### src/rtl/mem_stage_lsu.sv
// MEM-stage load/store unit: byte-addressed loads/stores onto a word RAM, with
// split handling of word-crossing accesses. Optional macro MISALIGN_TRAP_EN traps misalignment.
module mem_stage_lsu #(
    parameter int DATA_SIZE  = 32,
    parameter int SELEC_SIZE = 16,
    parameter int ADDRESSES  = 65536
) (
    input  logic                  clk,
    input  logic                  rst_n,
    input  logic                  req_valid,
    input  logic                  req_we,
    input  logic [1:0]            req_size,
    input  logic                  req_unsigned,
    input  logic [SELEC_SIZE+1:0] req_addr,
    input  logic [DATA_SIZE-1:0]  req_wdata,
    input  logic [4:0]            req_rd,
    output logic                  stall,
    output logic                  wb_valid,
    output logic [4:0]            wb_rd,
    output logic [DATA_SIZE-1:0]  wb_data,
    output logic                  dm_we,
    output logic [SELEC_SIZE-1:0] dm_address,
    output logic [DATA_SIZE-1:0]  dm_d,
    input  logic [DATA_SIZE-1:0]  dm_q
`ifdef MISALIGN_TRAP_EN
    ,
    output logic                  addr_err
`endif
);

    typedef enum logic {StIdle, StSecond} state_e;

    typedef struct packed {
        logic                  we;
        logic                  uns;
        logic [1:0]            size;
        logic [1:0]            off;
        logic [SELEC_SIZE-1:0] w;
        logic [31:0]           wdata;
        logic [4:0]            rd;
    } req_t;

    state_e                state_q, state_d;
    req_t                  req_q, req_d, cur;
    logic [31:0]           hold_q, hold_d;
    logic                  wb_valid_q, wb_valid_d;
    logic [4:0]            wb_rd_q, wb_rd_d;
    logic [31:0]           wb_data_q, wb_data_d;
    logic [3:0]            nmask;
    logic [2:0]            len;
    logic                  split;
    logic [4:0]            sh;
    logic [63:0]           wr_lanes;
    logic [7:0]            be_lanes;
    logic [63:0]           ld_pair;
    logic [31:0]           ld_raw;
    logic [SELEC_SIZE-1:0] w_next;

    function automatic logic [31:0] merge(input logic [31:0] old, input logic [31:0] data,
                                          input logic [3:0] be);
        logic [31:0] r;
        r = old;
        for (int b = 0; b < 4; b++) begin
            if (be[b]) r[8*b +: 8] = data[8*b +: 8];
        end
        return r;
    endfunction

    function automatic logic [31:0] extend(input logic [31:0] raw, input logic [1:0] size,
                                           input logic uns);
        case (size)
            2'd0:    return uns ? {24'b0, raw[7:0]} : {{24{raw[7]}}, raw[7:0]};
            2'd1:    return uns ? {16'b0, raw[15:0]} : {{16{raw[15]}}, raw[15:0]};
            default: return raw;
        endcase
    endfunction

    // In SECOND the live request is ignored; everything comes from the latched copy.
    always_comb begin
        if (state_q == StSecond) begin
            cur = req_q;
        end else begin
            cur = '{we: req_we, uns: req_unsigned, size: req_size, off: req_addr[1:0],
                    w: req_addr[SELEC_SIZE+1:2], wdata: req_wdata, rd: req_rd};
        end
    end

    always_comb begin
        nmask = 4'b1111;
        len   = 3'd4;
        case (cur.size)
            2'd0:    begin nmask = 4'b0001; len = 3'd1; end
            2'd1:    begin nmask = 4'b0011; len = 3'd2; end
            default: ;
        endcase
    end

    // Word-pair lanes: low half addresses word W, high half word W+1.
    assign split    = ({1'b0, cur.off} + len) > 3'd4;
    assign sh       = {cur.off, 3'b000};
    assign wr_lanes = {32'b0, cur.wdata} << sh;
    assign be_lanes = {4'b0, nmask} << cur.off;
    assign ld_pair  = (state_q == StSecond) ? {dm_q, hold_q} : {32'b0, dm_q};
    assign ld_raw   = 32'(ld_pair >> sh);
    assign w_next   = (req_q.w == SELEC_SIZE'(ADDRESSES - 1)) ? '0 : req_q.w + 1'b1;

`ifdef MISALIGN_TRAP_EN
    logic addr_err_q, addr_err_d;
    logic misal;
    assign misal    = (cur.size == 2'd1 && cur.off[0]) || (cur.size == 2'd2 && cur.off != 2'd0);
    assign addr_err = addr_err_q;
`endif

    always_comb begin
        state_d    = state_q;
        req_d      = req_q;
        hold_d     = hold_q;
        wb_valid_d = 1'b0;
        wb_rd_d    = wb_rd_q;
        wb_data_d  = wb_data_q;
        stall      = 1'b0;
        dm_we      = 1'b0;
        dm_address = cur.w;
        dm_d       = merge(dm_q, wr_lanes[31:0], be_lanes[3:0]);
`ifdef MISALIGN_TRAP_EN
        addr_err_d = 1'b0;
`endif
        case (state_q)
            StIdle: begin
                if (req_valid && req_size != 2'd3) begin
`ifdef MISALIGN_TRAP_EN
                    if (misal) begin
                        addr_err_d = 1'b1;
                    end else
`endif
                    if (split) begin
                        stall   = 1'b1;
                        dm_we   = cur.we;
                        req_d   = cur;
                        hold_d  = dm_q;
                        state_d = StSecond;
                    end else begin
                        dm_we = cur.we;
                        if (!cur.we) begin
                            wb_valid_d = 1'b1;
                            wb_rd_d    = cur.rd;
                            wb_data_d  = extend(ld_raw, cur.size, cur.uns);
                        end
                    end
                end
            end
            StSecond: begin
                dm_address = w_next;
                dm_d       = merge(dm_q, wr_lanes[63:32], be_lanes[7:4]);
                dm_we      = cur.we;
                if (!cur.we) begin
                    wb_valid_d = 1'b1;
                    wb_rd_d    = cur.rd;
                    wb_data_d  = extend(ld_raw, cur.size, cur.uns);
                end
                state_d = StIdle;
            end
            default: state_d = StIdle;
        endcase
        if (!rst_n) begin
            dm_we = 1'b0;
            stall = 1'b0;
        end
    end

    always_ff @(posedge clk or negedge rst_n) begin
        if (!rst_n) begin
            state_q    <= StIdle;
            req_q      <= '0;
            hold_q     <= '0;
            wb_valid_q <= 1'b0;
            wb_rd_q    <= '0;
            wb_data_q  <= '0;
`ifdef MISALIGN_TRAP_EN
            addr_err_q <= 1'b0;
`endif
        end else begin
            state_q    <= state_d;
            req_q      <= req_d;
            hold_q     <= hold_d;
            wb_valid_q <= wb_valid_d;
            wb_rd_q    <= wb_rd_d;
            wb_data_q  <= wb_data_d;
`ifdef MISALIGN_TRAP_EN
            addr_err_q <= addr_err_d;
`endif
        end
    end

    assign wb_valid = wb_valid_q;
    assign wb_rd    = wb_rd_q;
    assign wb_data  = wb_data_q;

endmodule

### config.mk
export PLATFORM = sky130hd
export DESIGN_NAME = mem_stage_lsu
export DESIGN_NICKNAME = d
export VERILOG_FILES = /design/src/rtl/mem_stage_lsu.sv
export SDC_FILE = /design/constraint.sdc
export NUM_CORES = 1
export LEC_CHECK = 0
export ABC_AREA = 0
export CORE_MARGIN = 5
export CORE_UTILIZATION = 42
export DETAILED_ROUTE_END_ITERATION = 7
export GPL_TIMING_DRIVEN = 0
export PLACE_DENSITY = 0.7
export SLEW_MARGIN = 10
export SYNTH_ARGS = -nofsm -noshare
export SYNTH_HDL_FRONTEND = slang
export SYNTH_SLANG_ARGS = --single-unit
### constraint.sdc
create_clock -name clk -period 3.05 [get_ports clk]
set_input_delay 0.61 -clock clk [delete_from_list [all_inputs] [get_ports clk]]
set_output_delay 0.61 -clock clk [all_outputs]
set_load 0.005 [all_outputs]
==> out/metrics.cfg <==
[grt]
grt_remaining_overflow = 0
grt_use_total_pct = 31.0
antenna_found_initial = 0
first_global_vias = 9561
grt_pass1_wl_mm = 56.6
grt_max_degree = 83

[clocking]
cts_buffer_depth = 2
clkSinkCount = 130
cts_tree = done
cts-root-buf = clkbuf_16
clock_latency_ps = 450
clkTransAtPathRegs_ps = 70
cts_hold_buf = 0
cts-buffers-inserted = 17
h-tree-depth = 4

[die]
fp.dieW_um = 154
start_util_pct = 42.8
coreArea_um2 = 20300
die_h_um = 154
io_pins = 182
row_count = 52
die-area_um2 = 23700

[logic_synthesis]
yosys-top-cells-area = dfrtp_1, nand2_1, mux2i_1
yosysTopAreaCellShare_pct = 37.4
yosysSeqAreaShare_pct = 37.4
synth_cell_types = 52
ys_warn_count = 0
synth-edff-count = 0
synthFlopType = dfrtp_1
syn_nets = 1168
synth_area_leader_cell = dfrtp_1
synth_area_um2 = 8690
synth-seq-cells = 130
synthArstFlopShare_pct = 100
synth_common_cells = nand2_1, dfrtp_1, mux2i_1
synth_cells = 1070
synth.most_common_cell = nand2_1
avgSynthCellArea_um2 = 8.12

[detailed_routing]
drc = 0
ant_nets = 0
viasPerCell = 6.10
wirelength_mm = 38.0
first_iter_violations = 1364
first_pass_iters = 6
wl_per_cell_um = 23.8
vias = 9748

[power]
powerDensity_nw_per_um2 = 951
ir_worst_vdd_mv = 0.437
power_mw = 11.9
leakage_nw = 5.54

[hold_path]
hp-class = input pin to async pin

[setup_path]
cpMaxStageDelayCell = clkdlybuf4s50_1
cp_max_fo = 10
crit_type = flop to output pin
crit_top_cell = buf_6
cp-start-kind = flop
r2r-start = state_q
cp-end-kind = output pin
crit_family = buffers and inverters
worst_ep_arrival_time_ps = 2790
worstReg2RegEnd = req_q[55]
cp_cell_sequence = buf_6 > buf_12 > inv_2 > buf_6 > mux2i_1 > nand2_1 > o21ai_1 > a221o_1 > clkdlybuf4s50_1
reg2reg_depth = 16
rrSetupSlack_ps = 40
path_buf_inv = 5
cp_slowest_stage_delay_ps = 540
crit_path_start = state_q
timing.critical_path.to = dm_d[5]
required_ps = 2440
worst-path-stages = 9

[placed_design]
place_area_um2 = 10900
routabilityCongestion = 0.960
pre_cts_ws_ps = -1590
io_buffer_count = 180
dp_hpwl_mm = 26.6

[final_layout]
syn_to_final_growth_pct = 43.9
design_area_um2 = 12500
diodes = 0
fin_nets = 1413
fin_util_pct = 61.6
drive_above_1_share_pct = 22.8

[run_status]
status = finished with violations
violations = negative setup slack

[sta]
finClkSkew_ps = 10.1
fmax_mhz = 294
finalCriticalPeriod_ps = 3400
hold_viol = 0
rsz0062_at_grt = yes
max-slew-margin-rel_pct = 46.2
setup_viol = 42
period_share_pct = 111
setup_ws_ps = -347
maxSlewViolCount = 0
holdWs_ps = 241
tightest_slew_ps = 807

[flow_run]
maxCapViolations = 0

==> registers in the layout, summed over array words and instances, names as in the netlist <==
name	flops
req_q	59
hold_q	32
wb_rd	5
wb_data	32
state_q	1
wb_valid	1
==> kinds of logic (layout without fill, tap and decap cells) <==
family	after synthesis	in the layout	share of synthesized area, %
adders and majority gates	4	4	0.576
DFF	130	130	37.4
buffers and inverters	91	349	5.40
xor gates and xnor gates	14	14	1.41
and+or+nand+nor	448	448	20.7
muxes	124	124	15.0
AOI/OAI and AO/OA	259	259	19.5
==> routing by layer <==
| layer | part of all wire (%) | vias up | track usage [%] |
|---|---|---|---|
| met5 | 0 | - | 0 |
| met4 | 3.7 | 0 | 10.7 |
| met3 | 12 | 132 | 8.74 |
| met2 | 44 | 669 | 46.7 |
| met1 | 41 | 4721 | 42.8 |
| li1 | - | 4226 | - |
==> where the power goes <==
group	switching [mW]	total (mW)	internal, mW	leakage (nW)
combinational	3.66	6.70	3.04	3.68
sequential	0.580	3.13	2.55	1.59
clock	0.908	2.07	1.16	0.276
==> cell type report <==
type / instances / area (um2)
fill: 1795 / 7790
multi-input combinational: 849 / 5430
sequential: 130 / 3250
timing repair buffer: 230 / 2210
buffer: 75 / 658
clock buffer: 19 / 443
tap: 270 / 338
clock inverter: 13 / 128
inverter: 12 / 50.0
==> what timing repair did <==
| item | 4_1_cts | 5_1_grt |
|---|---|---|
| endpoints found under the hold margin | 0 | 0 |
| gates resized for setup | 267 | 64 |
| cloned | 1 | 0 |
| buffers inserted | 41 | 10 |
| endpoints found under the setup margin | 180 | 58 |
| pin swaps | 27 | 16 |
==> worst min path at each step <==
stage | start | to
after floorplan | rst_n | hold_q[0]
after global routing | rst_n | req_q[37]
after detailed placement | hold_q[21] | hold_q[21]
final | rst_n | req_q[24]
after CTS | rst_n | req_q[31]
after global placement | hold_q[22] | hold_q[22]
==> per-stage QoR <==
step / std cells / TNS [ps]
6_report: 1598 / -6080
5_1_grt: 1598 / -9150
4_1_cts: 1592 / -4720
3_5_place_dp: 1521 / -143530
3_3_place_gp: 1520 / -678280
2_1_floorplan: 1070 / 0
==> placed cells by master, fill, tap and decap left out, drive strengths merged, types with 3 or more instances in the layout <==
master and count:
a211oi 23, a21oi 74, a221o 4, a22oi 6
a31oi 24, and2 3, and3 7, buf 127
clkbuf 39, clkdlybuf4s15 3, clkdlybuf4s50 144, clkinv 7
dfrtp 130, dlygate4sd2 11, ha 4, inv 15
mux2 32, mux2i 92, nand2 315, nand3 18
nand4 3, nor2 81, nor2b 12, nor3 6
o211ai 17, o21ai 74, o221ai 14, o22ai 10
xnor2 4, xor2 10
Power figures use the tool's default switching activity.
